## config.mk

```make
export PLATFORM = sky130hd
export DESIGN_NAME = seq_alu
export DESIGN_NICKNAME = d
export VERILOG_FILES = /design/src/rtl/alu_pkg.sv /design/src/rtl/seq_alu_iter.sv /design/src/rtl/seq_alu.sv
export SDC_FILE = /design/constraint.sdc
export NUM_CORES = 1
export LEC_CHECK = 0
export ABC_AREA = 1
export CORE_UTILIZATION = 55
export CTS_BUF_LIST = sky130_fd_sc_hd__clkbuf_8
export DETAILED_ROUTE_END_ITERATION = 12
export PLACE_DENSITY_LB_ADDON = 0.25
export SYNTH_ARGS = -nofsm -noshare
export SYNTH_HDL_FRONTEND = slang
export SYNTH_SLANG_ARGS = --single-unit
```

## constraint.sdc

```tcl
create_clock -name clk -period 9.8 [get_ports clk]
set_clock_uncertainty 0.1 [all_clocks]
set_input_delay 0.98 -clock clk [delete_from_list [all_inputs] [get_ports clk]]
set_output_delay 0.98 -clock clk [all_outputs]
set_load 0.005 [all_outputs]
```

## src/rtl/alu_pkg.sv

```systemverilog
// alu_pkg: opcodes, FSM states and result layout shared by the sequential ALU
package alu_pkg;
  localparam logic [3:0] OP_ADD = 4'h1;
  localparam logic [3:0] OP_SUB = 4'h2;
  localparam logic [3:0] OP_MUL = 4'h3;
  localparam logic [3:0] OP_DIV = 4'h4;
  localparam logic [3:0] OP_AND = 4'h5;
  localparam logic [3:0] OP_OR  = 4'h6;
  localparam logic [3:0] OP_NOT = 4'h7;
  localparam logic [3:0] OP_SHL = 4'h8;
  localparam logic [3:0] OP_SHR = 4'h9;
  typedef enum logic [1:0] {IDLE, MUL, DIV, DONE} state_t;
  localparam int QUOT_HALF = 0;
  localparam int REM_HALF  = 1;
endpackage

```

## src/rtl/seq_alu_iter.sv

```systemverilog
// seq_alu_iter: iterative shift-add multiply / restoring divide datapath
// ports: load latches a/b/mode (0 mul, 1 div); step advances one iteration;
//        acc is the accumulator value after the current step; lastStep marks the final one
module seq_alu_iter
  import alu_pkg::*;
#(
  parameter int WIDTH = 16,
  parameter int CNT_W = $clog2(WIDTH) + 1
) (
  input  logic               clk,
  input  logic               rstN,
  input  logic               load,
  input  logic               step,
  input  logic               mode,
  input  logic [WIDTH-1:0]   a,
  input  logic [WIDTH-1:0]   b,
  output logic [2*WIDTH-1:0] acc,
  output logic               lastStep
);
  logic [2*WIDTH-1:0] x, p, mn, dn;
  logic [WIDTH-1:0] y, rn;
  logic [WIDTH:0] hi;
  logic [CNT_W-1:0] cnt;
  logic md, ge;
  always_comb begin
    hi = {x[2*WIDTH-1:WIDTH], x[WIDTH-1]};
    ge = hi >= {1'b0, y};
    rn = ge ? WIDTH'(hi - {1'b0, y}) : hi[WIDTH-1:0];
    dn = {rn, x[WIDTH-2:0], ge};
    mn = p + (y[0] ? x : '0);
    acc = md ? dn : mn;
    lastStep = cnt == CNT_W'(1);
  end
  always_ff @(posedge clk or negedge rstN)
    if (!rstN) begin
      x <= '0;
      y <= '0;
      p <= '0;
      cnt <= '0;
      md <= 1'b0;
    end else if (load) begin
      x <= {{WIDTH{1'b0}}, a};
      y <= b;
      p <= '0;
      cnt <= CNT_W'(WIDTH);
      md <= mode;
    end else if (step && cnt != '0) begin
      cnt <= cnt - CNT_W'(1);
      if (md) x <= dn;
      else begin
        p <= mn;
        x <= x << 1;
        y <= y >> 1;
      end
    end
endmodule

```

## src/rtl/seq_alu.sv

```systemverilog
// seq_alu: handshaked ALU with registered single-cycle ops and iterative mul/div
// ports: inValid/inReady accept funcSelect, ar, br; outValid/outReady hand off
//        dataAcc with carry, zero, divZero and opError flags
module seq_alu
  import alu_pkg::*;
#(
  parameter  int WIDTH = 16,
  localparam int CNT_W = $clog2(WIDTH) + 1
) (
  input  logic               clk,
  input  logic               rstN,
  input  logic               inValid,
  output logic               inReady,
  input  logic [3:0]         funcSelect,
  input  logic [WIDTH-1:0]   ar,
  input  logic [WIDTH-1:0]   br,
  output logic               outValid,
  input  logic               outReady,
  output logic [2*WIDTH-1:0] dataAcc,
  output logic               carry,
  output logic               zero,
  output logic               divZero,
  output logic               opError
);
  state_t state, nxt;
  logic accept, step, lastStep, dz, sc, serr;
  logic [WIDTH:0] sum, dif;
  logic [WIDTH-1:0] sres;
  logic [2*WIDTH-1:0] acc;
  assign inReady = rstN & (state == IDLE);
  assign outValid = state == DONE;
  assign accept = inValid & inReady;
  assign step = state == MUL || state == DIV;
  always_comb begin
    sum = {1'b0, ar} + {1'b0, br};
    dif = {1'b0, ar} - {1'b0, br};
    dz = funcSelect == OP_DIV && br == '0;
    serr = funcSelect == 4'h0 || funcSelect > OP_SHR;
    sc = funcSelect == OP_ADD ? sum[WIDTH] : funcSelect == OP_SUB ? dif[WIDTH] : 1'b0;
    sres = funcSelect == OP_ADD ? sum[WIDTH-1:0] :
           funcSelect == OP_SUB ? dif[WIDTH-1:0] :
           funcSelect == OP_AND ? ar & br :
           funcSelect == OP_OR  ? ar | br :
           funcSelect == OP_NOT ? ~ar :
           funcSelect == OP_SHL ? ar << br :
           funcSelect == OP_SHR ? ar >> br : '0;
  end
  always_comb begin
    nxt = state;
    if (state == IDLE && accept)
      nxt = funcSelect == OP_MUL ? MUL : (funcSelect == OP_DIV && !dz) ? DIV : DONE;
    else if (step && lastStep) nxt = DONE;
    else if (state == DONE && outReady) nxt = IDLE;
  end
  always_ff @(posedge clk or negedge rstN)
    if (!rstN) state <= IDLE;
    else state <= nxt;
  always_ff @(posedge clk or negedge rstN)
    if (!rstN) begin
      dataAcc <= '0;
      carry <= 1'b0;
      zero <= 1'b0;
      divZero <= 1'b0;
      opError <= 1'b0;
    end else if (accept && nxt == DONE) begin
      if (dz) begin
        dataAcc[REM_HALF*WIDTH +: WIDTH] <= ar;
        dataAcc[QUOT_HALF*WIDTH +: WIDTH] <= '1;
      end else dataAcc <= {{WIDTH{1'b0}}, sres};
      carry <= dz ? 1'b0 : sc;
      zero <= dz ? 1'b0 : ~|sres;
      divZero <= dz;
      opError <= dz ? 1'b0 : serr;
    end else if (step && lastStep) begin
      dataAcc <= acc;
      carry <= 1'b0;
      zero <= state == DIV ? ~|acc[QUOT_HALF*WIDTH +: WIDTH] : ~|acc;
      divZero <= 1'b0;
      opError <= 1'b0;
    end
  seq_alu_iter #(.WIDTH(WIDTH), .CNT_W(CNT_W)) u_iter (
    .clk(clk),
    .rstN(rstN),
    .load(accept && (nxt == MUL || nxt == DIV)),
    .step(step),
    .mode(funcSelect == OP_DIV),
    .a(ar),
    .b(br),
    .acc(acc),
    .lastStep(lastStep)
  );
endmodule

```

[Word-level counts from Yosys, hierarchy flattened]
Index checks and enable logic that the tools add are counted.
Operators by class
  add/subtract/negate cells: 5
  order comparisons: 2
  equal/unequal tests: 17
  shifts and indexed selects: 2
  multiplexer cells: 41
  bitwise gates (word level): 5
  reduce and logical (&&, ||, !) cells: 25
Operators by type and width (number)
  32-bit 2-to-1 mux: 11
  16-bit 2-to-1 mux: 11
  32-bit adder: 1
  16-bit OR reduction: 2
  32-bit OR reduction: 1
  16-bit by 16-bit adder with 17-bit output: 1
  17-bit by 16-bit greater-or-equal comparator with 1-bit output: 1
  16-bit by 16-bit subtractor with 17-bit output: 1
  16-bit bitwise AND: 1
  4-bit by 3-bit == test with 1-bit output, second input constant: 4
  16-bit zero test: 1
  16-bit inverter: 1
  16-bit OR: 1
  16-bit by 16-bit << shifter with 16-bit output: 1
  16-bit by 16-bit right shift with 16-bit output: 1
  16-bit subtractor: 1
  1-bit 2-to-1 mux: 13
  5-bit 2-to-1 mux: 2
  2-bit == test, second input constant: 4
  4-bit by 2-bit == test with 1-bit output, second input constant: 2
  4-bit == test, second input constant: 2
  1-bit logical AND: 8
  2-bit 2-to-1 mux: 4
  5-bit by 1-bit == test with 1-bit output, second input constant: 1
  other kinds (13): 21
Word-level totals
  flip-flop bits (word level): 124
  bits of input ports: 40
  output and inout bits: 38
  word-level logic and storage cells: 108

[Longest topological paths before layout]
Gate-level depths: netlist of run 1.
  word-level depth: 12
  depth in mapped cells: 25
  gate-level depth less buffers: 24

[Modules after synthesis]
Synthesis of run 1 repeated with hierarchy kept, for this count alone.
Second synthesis, totals
  cell total of the unflattened synthesis: 2313
  area, all modules: 13847.0 um2
Modules (own cells, without submodules)
  seq_alu_iter: times used 1, cells each 1271, area an instance 7887.6 um2, seq. area each 2152.1 um2
  seq_alu: times used 1, cells each 1042, area an instance 5959.5 um2, seq. area each 950.9 um2

[Worst setup path after synthesis of run 1]
Ideal clock, no wire load.
  kind: input-to-reg
  start: input br[12]
  end: register u_iter.y[4]
  setup time: 0.132 ns
  arrival: 3.559 ns
  required time: 9.568 ns
  path slack: 6.009 ns
  stages: 18
  buffers on the path: 2
  path through: inv_1 -> nand2_1 -> nor2_1 -> buf_2 -> nand2_1 -> nor4_1 -> inv_1 -> a31oi_1 -> ha_1 -> nand2_1 -> inv_1 -> nor2_2 -> clkinv_1 -> nand2_1 -> inv_1 -> clkbuf_1 -> o211ai_1 -> o21ai_0
On the way
  longest elaborated chain between the ends: 12
  elaborated cells on any way between the ends: 15
  those cells by class: eq/ne (3); mux (4); reduce/logical (8)
Ends and longest elaborated chain
  from (decl): line seq_alu.sv:16  | input logic [WIDTH-1:0] br,
  16-bit zero test (*): line seq_alu.sv:37  | dz = funcSelect == OP_DIV && br == '0;
  1-bit logical AND (*): line seq_alu.sv:37
  1-bit zero test (*): line seq_alu.sv:51  | nxt = funcSelect == OP_MUL ? MUL : (funcSelect == OP_DIV && !dz) ? DIV : DONE;
  1-bit logical AND (*): line seq_alu.sv:51
  1-bit 2-to-1 mux (*): line seq_alu.sv:51
  2-bit 2-to-1 mux (*): line seq_alu.sv:51
  2-bit 2-to-1 mux (*): line seq_alu.sv:50  | if (state == IDLE && accept)
  net nxt[0]: line seq_alu.sv:25  | state_t state, nxt;
  2-bit by 1-bit == test with 1-bit output or 2-bit == test (tied branches): line seq_alu.sv:84  | .load(accept && (nxt == MUL || nxt == DIV)),
  1-bit logical OR (*): line seq_alu.sv:84
  1-bit logical AND (*): line seq_alu.sv:84
  2-bit by 1-bit != test with 1-bit output (no source line) or 2-bit nonzero test (tied branches)
  2-bit AND reduction (no source line)
  to (signal assigned): line seq_alu_iter.sv:53  | y <= y >> 1;
  to (decl): line seq_alu_iter.sv:21  | logic [WIDTH-1:0] y, rn;
Mark *: on every way through the listed nets, which the timed path passes. The rest lies on a longest branch.
A chain may end at the register's enable or synchronous reset.

[Final worst setup path of run 1]
  start: input br[14]
  end: register u_iter.y[3]
Same word-level chain as after synthesis.

==> results of run 1 <==
[layout make-up]
type / count / area [sq um]
fillers: 2215 / 8657
multi-input cells: 1605 / 8398
flip-flops and latches: 124 / 3103
inverters: 271 / 1017
repair buffers: 92 / 880.8
well taps: 313 / 391.6
clock buffers: 18 / 247.7
clock inverters: 11 / 82.58
[worst max-delay path: cells and delay by family]
kind | cells | cell delay (ns)
adders and majority gates | 1 | 0.28
buffers and inverters | 6 | 2.14
and+or+nand+nor | 8 | 1.88
AOI/OAI and AO/OA | 3 | 0.57
[registers in the layout, indices dropped and copies added, names as in the netlist]
name and count:
dataAcc 32, divZero 1, state 2, u_iter.p 32
u_iter.x 32, opError 1, u_iter.md 1, u_iter.cnt 5
u_iter.y 16, zero 1, carry 1
[cells in the mapped netlist (2+ instances only)]
| master | n | area share |
|---|---|---|
| nand2_1 | 588 | 0.17 |
| inv_1 | 262 | 0.077 |
| o21ai_0 | 200 | 0.078 |
| nand3_1 | 173 | 0.067 |
| nor2_1 | 164 | 0.048 |
| a21oi_1 | 159 | 0.062 |
| dfrtp_1 | 124 | 0.24 |
| ha_1 | 102 | 0.099 |
| clkbuf_1 | 52 | 0.015 |
| nand4_1 | 26 | 0.013 |
| nor3_1 | 19 | 0.0074 |
| o211ai_1 | 16 | 0.0094 |
| xor2_1 | 16 | 0.011 |
| o22ai_1 | 15 | 0.0073 |
| buf_2 | 11 | 0.0043 |
| or2_2 | 10 | 0.0049 |
| a31oi_1 | 9 | 0.0044 |
| nand2_2 | 9 | 0.0044 |
| nand3_2 | 9 | 0.0070 |
| o221ai_1 | 9 | 0.0061 |
| a21o_1 | 8 | 0.0047 |
| a22oi_1 | 8 | 0.0047 |
| buf_1 | 8 | 0.0023 |
| clkinv_1 | 7 | 0.0020 |
| nand3b_1 | 7 | 0.0041 |
| xnor2_1 | 7 | 0.0048 |
| nor4_1 | 6 | 0.0029 |
| o21bai_1 | 6 | 0.0035 |
| a21boi_0 | 5 | 0.0029 |
| o21a_1 | 5 | 0.0029 |
| o31ai_1 | 5 | 0.0029 |
| fa_1 | 4 | 0.0062 |
| a21oi_2 | 3 | 0.0020 |
| nor2_2 | 3 | 0.0015 |
| o21ai_1 | 3 | 0.0012 |
| a211oi_1 | 2 | 0.0012 |
| inv_2 | 2 | 0.00059 |
| o211ai_2 | 2 | 0.0020 |
| or2_1 | 2 | 0.00098 |
[cells by family after synthesis]
| family | share of synthesized area |
|---|---|
| buf+inv | 0.1042 |
| compound gates | 0.1991 |
| simple gates | 0.3334 |
| flops | 0.2419 |
| xor+xnor | 0.01570 |
| fa+ha+maj | 0.1057 |
[per-layer routing]
metal  routed length, um  vias up
li1                    -     6900
met1               20410     6699
met3                5947      117
met4                1698        0
met5                   0        -
met2               19090      861
[stage by stage]
step           instances  cell area (sq um)  setup slack (ns)  total power, mW
6_report            2434              14120             4.106            3.754
5_1_grt             2434              14120             3.756            4.061
4_1_cts             2434              14120             4.329            3.699
3_5_place_dp        2405              13790             3.869            3.286
3_3_place_gp        2405              13790             4.039            3.229
2_1_floorplan       2074              12830             6.009            2.591
[cell usage in the layout (no fill, tap or decap), drive strengths merged, types with 5 or more instances in the layout]
cell type | netlist | layout
dfrtp | 124 | 124
ha | 102 | 102
o21bai | 6 | 6
a22oi | 8 | 8
o22ai | 15 | 15
nand2 | 597 | 597
o21ai | 204 | 204
a31oi | 9 | 9
nand3 | 182 | 182
clkbuf | 52 | 18
a21oi | 162 | 162
a21o | 8 | 8
xor2 | 16 | 16
nor3 | 19 | 19
nor2 | 167 | 167
o211ai | 18 | 18
o221ai | 9 | 9
nor4 | 6 | 6
clkinv | 7 | 13
nand4 | 26 | 26
clkdlybuf4s50 | 0 | 76
inv | 264 | 266
o21a | 5 | 5
buf | 22 | 16
o31ai | 6 | 6
a21boi | 5 | 5
nand3b | 7 | 7
or2 | 12 | 12
xnor2 | 7 | 7
[power by group through the flow]
stage / clock network (mW) / registers (mW) / logic [mW]
2_1_floorplan: 0 / 0.835 / 1.76
5_1_grt: 0.428 / 0.894 / 2.74
3_3_place_gp: 0 / 0.872 / 2.36
6_report: 0.405 / 0.876 / 2.47
4_1_cts: 0.402 / 0.870 / 2.43
3_5_place_dp: 0 / 0.874 / 2.41
[worst max path at each step]
stage / startpoint / endpoint / slack, ns / cells past startpoint
finish: br[14] / u_iter.y[3] / 4.11 / 18
global route: br[14] / u_iter.y[9] / 3.76 / 18
CTS: br[14] / u_iter.y[3] / 4.33 / 18
detailed placement: br[14] / u_iter.y[11] / 3.87 / 18
global placement: br[14] / u_iter.y[13] / 4.04 / 18
floorplan: br[12] / u_iter.y[4] / 6.01 / 18
==> metrics.md, run 1 <==
| Metric | Value |
|---|---|
| Outcome | finished, final reports clean |
| Die W | 154.7 um |
| Nets | between 2000 and 2500 |
| Syn nets | 2220 |
| CP max stage cell | clkinv_1 |
| Busiest grt layer | met1 |
| Final ANT Viol Nets | 0 |
| Layout cells sized above 1 | 0.04008 |
| # clock sinks | 124 |
| Core Area | ~0.023 sq mm |
| Yosys Warn Count | 0 |
| # DRC | 0 |
| Post-Route WL | between 40000 and 50000 um |
| First-pass GRT wire length | 72950 um |
| Max incr delay on CP | 0.71 ns |
| Cell count after synthesis | 2074 |
| Initial Util | 0.5631 |
| Grt met1 use | 0.5749 |
| Min-Delay Path Class | flop to flop |
| Fin crit period | 5.694 ns |
| Cts bufs inserted | 17 |
| Hold WS | 0.3881 ns |
| Overflow left after global routing | 0 |
| # Post-CTS Setup Buffers | 0 |
| Sw Pwr | 2.007 mW |
| Avg WL per Cell | 19.37 um |
| DP Wirelength | roughly 37000 um |
| I/O pins | 78 |
| Hold Startpoint | dataAcc[11] |
| Cts hold-fix bufs | 0 |
| Internal power | 1.747 mW |
| Final hold violation count | 0 |
| Crit share post-route | 0.5810 |
| Combinational fraction of design power | 0.659 |
| Vias in the first global route | approximately 13000 |
| Cells along the critical path | clkdlybuf4s50_1 -> nor2_1 -> nand2_1 -> nor2_1 -> buf_4 -> nand2_1 -> nor4_1 -> inv_1 -> a31oi_1 -> ha_1 -> nand2_1 -> inv_1 -> nor2_2 -> clkinv_1 -> nand2_1 -> inv_1 -> o211ai_1 -> o21ai_0 |
| Pin count of the biggest net entering global routing | 74 |
| Clock Power Share | 0.108 |
| Worst-path clk slew | 0.07 ns |
| Post-cts repair resize count | 0 |
| Critical Path End Type | flop |
| Reg-to-reg critical path endpoint | dataAcc[31] |
| Row cnt | 55 |
| Cell variety after synth | 47 |
| Crit-path max FO | 31 |
| N_diodes | 0 |
| Met3 usage | 0.09050 |
| VDD IR-drop max | between 0.0003 and 0.0004 V |
| FF-to-FF setup slack | 4.77 ns |
| Drt first pass iters | 7 |
| Avg Cell Area, Syn | 6.185 sq um |
| Vias | between 10000 and 15000 |
| Initial DRC count | about 2000 |
| Htree depth | 4 |
| Max-slew headroom | 0.2495 |
| CTS tree | done |
| Post-layout util | 0.6199 |
| Number of synthesized flops with an enable pin | 0 |
| Sequential Power Share | 0.233 |
| Max Slew Vio Count | 0 |
| Setup violations, final | 0 |
| Most frequent CP cell | nand2_1 |
| Max-cap violation count | 0 |
| R2r startpoint | state[1] |
| I/O Buffers | 77 |
| Hold worst-path end | dataAcc[11] |
| Die H | approximately 150 um |
| R2R depth | 13 |
| Async S/R FF share, synth | 1.000 |
| Root Buffer | clkbuf_8 |
| Top FF cell, synth | dfrtp_1 |
| Critical path arrival | about 5.9 ns |
| Die area | 0.02394 sq mm |
| Critical path startpoint category | primary input |
| Area grow syn2layout | 10.09% |
| Vias/cell | ~6.0 |
| P_leak | 7.235 nW |
| Hold Crit Depth | 2 |
| Fmax | 0.1756 GHz |
| Setup Crit Path Kind | primary input to flop |
| Clock Path Buffers | 2 |
| Slew @ Worst Pin | ~1.1 ns |
| GRT Overall Usage | 0.3964 |
| Sequential fraction of the synthesis area | 0.2419 |
| Initial antenna violation count | 0 |
| Global placer's final weighted congestion | 1.043 |
| Setup TNS | 0 ns |
| Post-Syn Area | around 0.013 sq mm |
| Sw Share | 0.5347 |
| Setup repair after global routing missed its margin | false |
| P per Cell Area | 265.8 mW/mm^2 |
| Required time of the critical path | roughly 10 ns |
| Clk_lat worst skew | 0.46 ns |
| #FFs+latches synth | 124 |
| Met2 usage | 0.5667 |
Note: power is estimated with default switching activity, not from simulation.
==> inputs of run 2 (changes only) <==
==> constraint.sdc (replaced) <==
create_clock -name clk -period 5 [get_ports clk]
set_clock_uncertainty 0.1 [all_clocks]
set_input_delay 0.5 -clock clk [delete_from_list [all_inputs] [get_ports clk]]
set_output_delay 0.5 -clock clk [all_outputs]
set_load 0.005 [all_outputs]
==> run 2 against run 1 <==
Clock power rose by 130%. Design area grew 1.9%. Sequential share of layout area down 0.41 points. Combinational power rose by 100%. Flip-flop and latch count stayed put. Critical endpoint is now zero. Worst hold slack got worse by 0.19 ns. Register-to-register slack got worse by 3.8 ns. Via count grew 2.4%. First-iteration DRC count down 3.6%. Wire length grew 5.2%. Highest routed layer unchanged. Global-route usage up 2.2 points. Core utilization rose by 1.2 points.
==> metrics.md, run 2 (synthesis results as in run 1) <==
| Metric | Value |
|---|---|
| Outcome | finished, final reports clean |
| VDD IR-drop max | about 0.00054 V |
| Crit-path max FO | 50 |
| First-pass GRT wire length | roughly 77000 um |
| # Post-CTS Setup Buffers | 0 |
| Clk_lat worst skew | approximately 0.47 ns |
| Drt first pass iters | 7 |
| Die W | about 150 um |
| Crit share post-route | 0.8066 |
| Avg WL per Cell | 20.14 um |
| Commonest non-fill, non-tap cell in the layout | nand2_1 |
| Multi-input gate area | between 0.008 and 0.009 sq mm |
| Min-Delay Path Class | primary input to asynchronous set/reset pin |
| Die area | 0.02394 sq mm |
| Global placer's final weighted congestion | about 1.0 |
| Layout fillers | 2167 |
| Die H | 154.7 um |
| Setup ws final | 0.9669 ns |
| Vias | ~15000 |
| I/O pins | 78 |
| Cts bufs inserted | 17 |
| Cts hold-fix bufs | 0 |
| Overflow left after global routing | 0 |
| Fin crit period | 4.033 ns |
| Setup TNS | 0 ns |
| Final ANT Viol Nets | 0 |
| Setup violations, final | 0 |
| CTS tree | done |
| Nets | 2283 |
| # DRC | 0 |
| DP Wirelength | 38880 um |
| Post-Route WL | 49620 um |
| Max Slew Vio Count | 0 |
| Clock Path Buffers | 2 |
| Busiest grt layer | met2 |
| Max-cap violation count | 0 |
| Critical Path End Type | flop |
| Met2 usage | 0.6234 |
| Setup repair after global routing missed its margin | false |
| Initial antenna violation count | 0 |
| Largest registers | dataAcc: 32 flops, u_iter.p: 32 flops, u_iter.x: 32 flops |
| I/O Buffers | 77 |
| Initial Util | 0.5631 |
| R2R depth | 16 |
| Layout cells sized above 1 | 0.05349 |
| Worst-path clk slew | 0.09 ns |
| Commonest non-fill, non-tap cells in the layout | 588 x nand2_1, 263 x inv_1, 200 x o21ai_0 |
| Met3 usage | 0.08938 |
| Initial DRC count | between 1500 and 2000 |
| Vias/cell | 6.055 |
| # clock sinks | 124 |
| Pre-CTS WS | 0.7362 ns |
| Htree depth | 4 |
| Critical path startpoint category | flop |
| Slew @ Worst Pin | 1.107 ns |
| Root Buffer | clkbuf_8 |
| Vias in the first global route | 13400 |
| Setup Crit Path Kind | flop to flop |
| GRT Overall Usage | 0.4187 |
| Area grow syn2layout | 12.15% |
| Max-slew headroom | 0.2613 |
| FF+latch area | 0.003103 sq mm |
| Pin count of the biggest net entering global routing | 78 |
| Required time of the critical path | 5.25 ns |
| Critical path arrival | ~4.3 ns |
| Final hold violation count | 0 |
| Fmax | 0.2480 GHz |
| Grt met1 use | 0.5991 |
| Post-cts repair resize count | 0 |
| P per Cell Area | ~540 mW/mm^2 |
| P_leak | 7.373 nW |
| Hold WS | between 0.15 and 0.2 ns |
| Core Area | between 0.02 and 0.025 sq mm |
| Row cnt | 55 |
-- run 2: changes by cell type in the layout (fill, tap and decap cells not counted), moves of 2 or more --
cell,delta
clkinv_4,+4
clkinvlp_4,+2
buf_4,+26
inv_6,+4
clkinv_2,-6
-- run 2: layer usage --
metal | up-vias | wire [um] | share of wire
met2 | 960 | 20980 | 0.42
met5 | - | 0 | 0
met4 | 0 | 1778 | 0.036
met3 | 117 | 5564 | 0.11
met1 | 6897 | 21300 | 0.43
li1 | 6946 | - | -
-- run 2: per-stage QoR --
| stage | power [mW] | utilization | instances | cell area [sq um] |
|---|---|---|---|---|
| floorplan | 5.078 | - | 2074 | 12830 |
| global placement | 6.493 | 0.6140 | 2431 | 13990 |
| detailed placement | 6.612 | 0.6140 | 2431 | 13990 |
| CTS | 7.557 | 0.6315 | 2463 | 14380 |
| global route | 8.284 | 0.6315 | 2463 | 14380 |
| finish | 7.721 | 0.6316 | 2464 | 14390 |
-- run 2: power by group --
group | internal, mW | leakage, nW | switching [mW]
clock | 0.449 | 0.191 | 0.472
combinational | 1.69 | 5.58 | 3.33
sequential | 1.42 | 1.60 | 0.363
-- run 2: cell type report --
type | count | share of cell area
clock buffers | 17 | 0.01626
inverters | 271 | 0.07071
clock inverters | 15 | 0.01139
repair buffers | 118 | 0.07480
diodes | 1 | 0.0001739
well taps | 313 | 0.02722
flip-flops and latches | 124 | 0.2157
multi-input cells | 1605 | 0.5838
-- run 2: final timing paths --
check	start	to	slack, ns
max in group asynchronous	rstN	dataAcc[7]	3.28
min reg2reg	u_iter.p[18]	u_iter.p[18]	0.40
max reg2reg	state[0]	zero	0.97
min in group clk	u_iter.p[18]	u_iter.p[18]	0.40
min	rstN	u_iter.x[3]	0.20
max	state[0]	zero	0.97
-- run 2: worst max-delay path: stages (launching register included) --
cell	delay, ns
dfrtp_1	0.38
inv_1	0.09
ha_1	0.21
nand2_1	0.07
inv_1	0.05
nand2_1	0.10
inv_1	0.10
a211oi_1	0.29
a31oi_1	0.10
ha_1	0.21
nand2_1	0.07
buf_4	0.24
clkinv_1	0.18
nor2_4	0.78
inv_1	0.60
nor2_1	0.28
a21oi_2	0.04
